## src/rtl/isa_pkg.sv

```systemverilog
`default_nettype none
// ============================================================================
// Module      : isa_pkg
// Description : Shared ISA opcodes, fetch-sequencer state encoding and sizing
//               constants for the instruction fetch path.
// Revision    : 1.0 - initial release
// ============================================================================
package isa_pkg;

  localparam int NUM_LABELS = 16;
  localparam int PC_W       = 8;

  typedef enum logic [3:0] {
    OP_CPT = 4'd0,
    OP_STL = 4'd7,
    OP_BLT = 4'd9,
    OP_HLT = 4'd14
  } opcode_t;

  typedef enum logic [2:0] {
    ST_IDLE    = 3'd0,
    ST_FETCH   = 3'd1,
    ST_ISSUE   = 3'd2,
    ST_RESOLVE = 3'd3,
    ST_HALTED  = 3'd4
  } fetch_state_t;

  // An instruction is in flight in any of the three pipeline phases.
  function automatic logic is_busy(input fetch_state_t s);
    return (s == ST_FETCH) || (s == ST_ISSUE) || (s == ST_RESOLVE);
  endfunction

endpackage
`default_nettype wire

```

## src/rtl/label_table.sv

```systemverilog
`default_nettype none
// ============================================================================
// Module      : label_table
// Description : Label register file with per-entry valid bits; one synchronous
//               write port, one combinational read port, bulk valid clear.
// Revision    : 1.0 - initial release
// ============================================================================
module label_table #(
  parameter int NUM_LABELS = isa_pkg::NUM_LABELS,
  parameter int PC_W       = isa_pkg::PC_W,
  parameter int IDX_W      = $clog2(NUM_LABELS)
) (
  input  logic             clk,
  input  logic             reset,
  input  logic             i_clear,
  input  logic             i_wr_en,
  input  logic [IDX_W-1:0] i_wr_idx,
  input  logic [PC_W-1:0]  i_wr_data,
  input  logic [IDX_W-1:0] i_rd_idx,
  output logic [PC_W-1:0]  o_rd_data,
  output logic             o_rd_valid
);

  logic [PC_W-1:0]       w_data [NUM_LABELS];
  logic [NUM_LABELS-1:0] w_valid;

  for (genvar g = 0; g < NUM_LABELS; g++) begin : g_entry
    logic            r_v;
    logic [PC_W-1:0] r_d;

    always_ff @(posedge clk or posedge reset) begin
      if (reset) begin
        r_v <= 1'b0;
        r_d <= '0;
      end else if (i_clear) begin
        r_v <= 1'b0;
      end else if (i_wr_en && (i_wr_idx == IDX_W'(g))) begin
        r_v <= 1'b1;
        r_d <= i_wr_data;
      end
    end

    assign w_valid[g] = r_v;
    assign w_data[g]  = r_d;
  end

  assign o_rd_data  = w_data[i_rd_idx];
  assign o_rd_valid = w_valid[i_rd_idx];

endmodule
`default_nettype wire

```

## src/rtl/instruction_fetch.sv

```systemverilog
`default_nettype none
// ============================================================================
// Module      : instruction_fetch
// Description : Two-pass program sequencer: owns the PC and label table, issues
//               one instruction per FETCH/ISSUE/RESOLVE triplet to the decoder.
// Revision    : 1.0 - initial release
// ============================================================================
module instruction_fetch #(
  parameter int NUM_LABELS = isa_pkg::NUM_LABELS,
  parameter int PC_W       = isa_pkg::PC_W
) (
  input  logic                          clk,
  input  logic                          reset,
  input  logic                          start,
  output logic [PC_W-1:0]               imem_addr,
  input  logic [7:0]                    imem_data,
  output logic [PC_W-1:0]               program_counter,
  output logic [7:0]                    instruction,
  output logic                          instrValid,
  output logic                          labelPassFlag,
  output logic                          pcResetPulse,
  input  logic                          labelFlag,
  input  logic [$clog2(NUM_LABELS)-1:0] labelIndex,
  input  logic [PC_W-1:0]               labelValue,
  input  logic                          branchTaken,
  input  logic [$clog2(NUM_LABELS)-1:0] branchLabel,
  input  logic                          haltFlag,
  input  logic                          pcResetFlag,
  output logic                          busy,
  output logic                          halted,
  output logic                          fault
);

  import isa_pkg::*;

  localparam int IDX_W = $clog2(NUM_LABELS);

  fetch_state_t    r_state;
  fetch_state_t    w_state_nxt;
  logic [PC_W-1:0] r_pc;
  logic [PC_W-1:0] w_pc_nxt;
  logic [PC_W-1:0] r_prog_ctr;
  logic [7:0]      r_instr;
  logic            r_label_pass;
  logic            w_label_pass_nxt;
  logic            r_pc_reset_pulse;
  logic            w_pulse_nxt;
  logic            r_fault;
  logic            w_fault_nxt;
  logic            w_tbl_clear;
  logic            w_tbl_wr;
  logic            w_tbl_hit;
  logic [PC_W-1:0] w_tbl_target;

  assign w_tbl_wr = (r_state == ST_RESOLVE) && r_label_pass && labelFlag;

  label_table #(
    .NUM_LABELS (NUM_LABELS),
    .PC_W       (PC_W),
    .IDX_W      (IDX_W)
  ) u_label_table (
    .clk        (clk),
    .reset      (reset),
    .i_clear    (w_tbl_clear),
    .i_wr_en    (w_tbl_wr),
    .i_wr_idx   (labelIndex),
    .i_wr_data  (labelValue),
    .i_rd_idx   (branchLabel),
    .o_rd_data  (w_tbl_target),
    .o_rd_valid (w_tbl_hit)
  );

  always_comb begin
    w_state_nxt      = r_state;
    w_pc_nxt         = r_pc;
    w_label_pass_nxt = r_label_pass;
    w_pulse_nxt      = 1'b0;
    w_fault_nxt      = r_fault;
    w_tbl_clear      = 1'b0;
    case (r_state)
      ST_IDLE, ST_HALTED: begin
        if (start) begin
          w_state_nxt      = ST_FETCH;
          w_pc_nxt         = '0;
          w_label_pass_nxt = 1'b1;
          w_fault_nxt      = 1'b0;
          w_tbl_clear      = 1'b1;
        end
      end
      ST_FETCH: w_state_nxt = ST_ISSUE;
      ST_ISSUE: w_state_nxt = ST_RESOLVE;
      ST_RESOLVE: begin
        w_state_nxt = ST_FETCH;
        // Pass-specific flags only act in their own pass; everything else steps.
        if (r_label_pass && pcResetFlag) begin
          w_pc_nxt         = '0;
          w_label_pass_nxt = 1'b0;
          w_pulse_nxt      = 1'b1;
        end else if (!r_label_pass && haltFlag) begin
          w_state_nxt = ST_HALTED;
        end else if (!r_label_pass && branchTaken) begin
          if (w_tbl_hit) begin
            w_pc_nxt = w_tbl_target;
          end else begin
            w_fault_nxt = 1'b1;
            w_state_nxt = ST_HALTED;
          end
        end else begin
          w_pc_nxt = r_pc + PC_W'(1);
        end
      end
      default: w_state_nxt = ST_IDLE;
    endcase
  end

  always_ff @(posedge clk or posedge reset) begin
    if (reset) begin
      r_state <= ST_IDLE;
    end else begin
      r_state <= w_state_nxt;
    end
  end

  always_ff @(posedge clk or posedge reset) begin
    if (reset) begin
      r_pc             <= '0;
      r_label_pass     <= 1'b0;
      r_pc_reset_pulse <= 1'b0;
      r_fault          <= 1'b0;
      r_prog_ctr       <= '0;
      r_instr          <= '0;
    end else begin
      r_pc             <= w_pc_nxt;
      r_label_pass     <= w_label_pass_nxt;
      r_pc_reset_pulse <= w_pulse_nxt;
      r_fault          <= w_fault_nxt;
      if (r_state == ST_FETCH) begin
        r_instr    <= imem_data;
        r_prog_ctr <= r_pc;
      end
    end
  end

  assign imem_addr       = r_pc;
  assign program_counter = r_prog_ctr;
  assign instruction     = r_instr;
  assign instrValid      = (r_state == ST_ISSUE);
  assign labelPassFlag   = r_label_pass;
  assign pcResetPulse    = r_pc_reset_pulse;
  assign busy            = is_busy(r_state);
  assign halted          = (r_state == ST_HALTED);
  assign fault           = r_fault;

endmodule
`default_nettype wire

```

## config.mk

```make
export PLATFORM = sky130hd
export DESIGN_NAME = instruction_fetch
export DESIGN_NICKNAME = d
export VERILOG_FILES = /design/src/rtl/isa_pkg.sv /design/src/rtl/label_table.sv /design/src/rtl/instruction_fetch.sv
export SDC_FILE = /design/constraint.sdc
export NUM_CORES = 1
export LEC_CHECK = 0
export ABC_AREA = 1
export CAP_MARGIN = 20
export CORE_MARGIN = 1.5
export CORE_UTILIZATION = 53
export DETAILED_ROUTE_END_ITERATION = 10
export HOLD_SLACK_MARGIN = 0.03
export PLACE_DENSITY = 0.76
export SYNTH_ARGS = -nofsm -noshare
export SYNTH_HDL_FRONTEND = slang
export SYNTH_SLANG_ARGS = --single-unit
```

## constraint.sdc

```tcl
create_clock -name clk -period 6.3 [get_ports clk]
set_clock_uncertainty 0.05 [all_clocks]
set_input_delay 1.26 -clock clk [delete_from_list [all_inputs] [get_ports clk]]
set_output_delay 1.26 -clock clk [all_outputs]
set_load 0.01 [all_outputs]
```

==> key figures <==
Run status
  – Status: complete, no violations

Place
  – Buffers on Ports: 60
  – RD Place Congestion: 0.8783
  – Pre-CTS WS: 2.354 ns
  – DP Wirelength: 12.78 mm
  – Placed cell count: 1205

Clocking
  – CTS clk-pin slew, worst paths: approximately 0.060 ns
  – Worst-case clock buffer depth: 2
  – Num CTS Buffers: 17
  – Worst skew pair latency: 0.43 ns
  – Root buffer cell: clkbuf_16
  – CTS tree: built
  – Setup bufs post-CTS: 0
  – CTS Hold Bufs: 0
  – Sink Count: between 150 and 200
  – Post-cts resize count: 0
  – Htree depth: 4

GRT
  – First-pass GRT wire length: around 34 mm
  – Initial antenna violation count: 0
  – Vias in the first global route: 6445
  – Total Routing Usage GR: between 20% and 30%
  – Largest net degree at the start of global routing: 106
  – GR Overflow Total: 0

STA
  – Worst Tran Pin Value: 0.9593 ns
  – Relative slew slack: 36.05%
  – Tcrit/Tclk final: 56.44%
  – Slew Viols, Final: 0
  – RSZ-0062 raised after global routing: no
  – Fin. Hold Viols: 0
  – Setup TNS: 0 ns
  – Fmax: between 0.2 and 0.3 GHz
  – Final worst-path setup slack: roughly 2.7 ns
  – Period minus WS final: 3.556 ns
  – Final setup viols: 0

Setup path
  – CP startpoint: branchLabel[1]
  – Arr. time, crit path: 3.83 ns
  – Worst r2r src: r_state[2]
  – Critical path required time: roughly 6.6 ns
  – CP Launch Type: input pin
  – Worst Path Buf+Inv: 4
  – Critical Path, Cell by Cell: clkdlybuf4s50_1, buf_4, inv_1, buf_4, o211ai_1, nand3_1, nand3_1, nand3_1, nand2_2, nand2_2, nand2_1, nand2_1
  – Crit path max-delay family: buffers and inverters
  – Top cell by count, worst path: nand3_1
  – Worst Setup End Kind: flip-flop
  – CP max stage cell: clkdlybuf4s50_1
  – CP max FO: 31
  – Kind of critical path: input pin to flip-flop
  – Slowest cell delay on critical path: 0.45 ns

Synthesis
  – Syn avg cell area: approximately 8.1 um^2
  – Yosys top cell area share: approximately 53%
  – Area leader, netlist: dfrtp_1
  – Library cells used by synthesis: 26
  – Cell count after synthesis: 1006
  – Synth area leaders: dfrtp_1, nand2_1, o21ai_0, nand3_1, inv_1
  – Post-synth ARST share: between 90% and 100%
  – Seq cells post-synth: 174
  – Yosys Warn Count: 0
  – Syn Std Cell Area: 8143 um^2
  – EDFF count, synth: 0
  – Register area share after synthesis: 53.47%
  – Synthesized Nets: 1038
  – Most common flop cell mapped by yosys: dfrtp_1

Finish
  – Share of post-route cells with drive strength above 1: 6.952%
  – Fillers: 1319
  – Diode count: 0
  – # nets final: 1069
  – Layout Cells excl Fill: roughly 1200
  – Most frequent cells in the layout: nand2_1, dfrtp_1, o21ai_0, inv_1, nand3_1
  – Final core occ: between 60% and 70%
  – Most common cell after layout, fill and taps aside: nand2_1
  – Area growth syn-to-layout: 14.84%

Route
  – Final wirelength: about 20 mm
  – Routed length per instance: 16.46 um
  – Drt first-iter violations: 724
  – First-pass iteration count of the detailed router: 8
  – Via count: 6840
  – Residual DRC count: 0
  – Detail Route Antenna Nets: 0
  – Routed vias/inst: 5.525

Pwr
  – P_int: 2339 uW
  – Peak supply drop: 0.1967 mV
  – Logic gate share of total power: 25.0%
  – Static leakage: about 0.0044 uW
  – Switch share: 31.84%
  – Sw Pwr: approximately 1100 uW
  – Clk network pwr share: 28.1%
  – Pwr per Cell Area: between 300 and 400 nW/um^2
  – Register share of total power: 46.9%

Floorplan
  – Num ports: a little over 60
  – Die Area: 16120 um^2
  – Core Area: 15090 um^2
  – Die Ht: approximately 130 um
  – Initial core utilization: about 54%
  – Row count: between 40 and 50
  – Die width: 127.0 um

Hold path
  – Hold_sp: u_label_table.g_entry[14].r_d[3]
  – Worst min path class: flip-flop to flip-flop

Flow run
  – Max Cap Viol: 0
-- sequential cells by signal, indices dropped and copies added, names as in the netlist, 3 cells and up --
register and flops:
imem_addr 8, instruction 8, program_counter 8, r_state 3, u_label_table.g_entry.r_d 128, u_label_table.g_entry.r_v 16
-- routing by layer --
metal / part of all wire [%] / vias up / track usage (%) / wire length, um
li1: - / 3319 / - / -
met1: 44 / 3212 / 36.82 / 9019
met2: 46 / 275 / 41.50 / 9311
met3: 7.1 / 34 / 5.778 / 1453
met4: 2.9 / 0 / 11.03 / 596
met5: 0 / - / 0 / 0
-- final cells by class --
type                    count  area [um^2]  share of cell area [%]
inverters                  96        365.4                   3.907
well taps                 188        235.2                   2.515
repair buffers             68        668.1                   7.145
flip-flops and latches    174         4354                   46.56
clock buffers              21        470.5                   5.031
multi-input cells         680         3191                   34.12
clock inverters            11        67.56                  0.7225
-- synth_stat cells, types with 5 or more instances --
| master | instances |
|---|---|
| nor2_1 | 84 |
| o21ai_1 | 30 |
| nand2_1 | 267 |
| inv_2 | 5 |
| nand3_1 | 87 |
| nand2_2 | 5 |
| dfrtp_1 | 174 |
| o211ai_1 | 15 |
| o21ai_0 | 153 |
| clkbuf_1 | 33 |
| inv_1 | 91 |
| a21oi_1 | 6 |
| mux2_2 | 12 |
| buf_2 | 19 |
| nand4_2 | 6 |
-- worst paths after layout --
| check | end | slack (ns) | cells after the start |
|---|---|---|---|
| worst max-delay path | imem_addr[4] | 2.74 | 12 |
| worst min-delay path | u_label_table.g_entry[14].r_d[3] | 0.43 | 2 |
| worst max register to register | u_label_table.g_entry[3].r_d[4] | 4.20 | 7 |
| worst min register to register | u_label_table.g_entry[14].r_d[3] | 0.43 | 2 |
| max in group asynchronous | u_label_table.g_entry[2].r_d[3] | 3.70 | 3 |
| min in group asynchronous | u_label_table.g_entry[12].r_d[4] | 1.36 | 2 |
-- power groups by stage --
stage / Sequential (uW) / Combinational [uW] / Clock, uW
floorplan: 1610 / 558 / 0
global placement: 1610 / 832 / 0
detailed placement: 1620 / 857 / 0
CTS: 1610 / 862 / 972
global route: 1650 / 979 / 1020
finish: 1610 / 859 / 964
-- stage by stage --
step / hold slack (ns) / area [um^2] / total power [uW]
after detailed placement: 0.4177 / 8793 / 2477
after global routing: 0.4540 / 9351 / 3646
after floorplan: 0.3978 / 8143 / 2164
final: 0.4308 / 9351 / 3432
after global placement: 0.4103 / 8793 / 2443
after CTS: 0.4332 / 9331 / 3440
-- kinds of logic (layout without fill, tap and decap cells) --
| family | Yosys count | in the layout | synth area share, % |
|---|---|---|---|
| mux | 12 | 12 | 1.660 |
| fa+ha+maj | 1 | 1 | 0.1536 |
| xor+xnor | 4 | 4 | 0.4303 |
| buf+inv | 152 | 196 | 7.345 |
| compound gates | 205 | 205 | 13.08 |
| flops | 174 | 174 | 53.47 |
| simple gates | 458 | 458 | 23.86 |
-- worst min-delay path, stage by stage (launching register included) --
cell     delay, ns
dfrtp_1       0.34
nand2_1       0.05
o21ai_0       0.06
No activity file was read; power rests on OpenSTA's default activity.
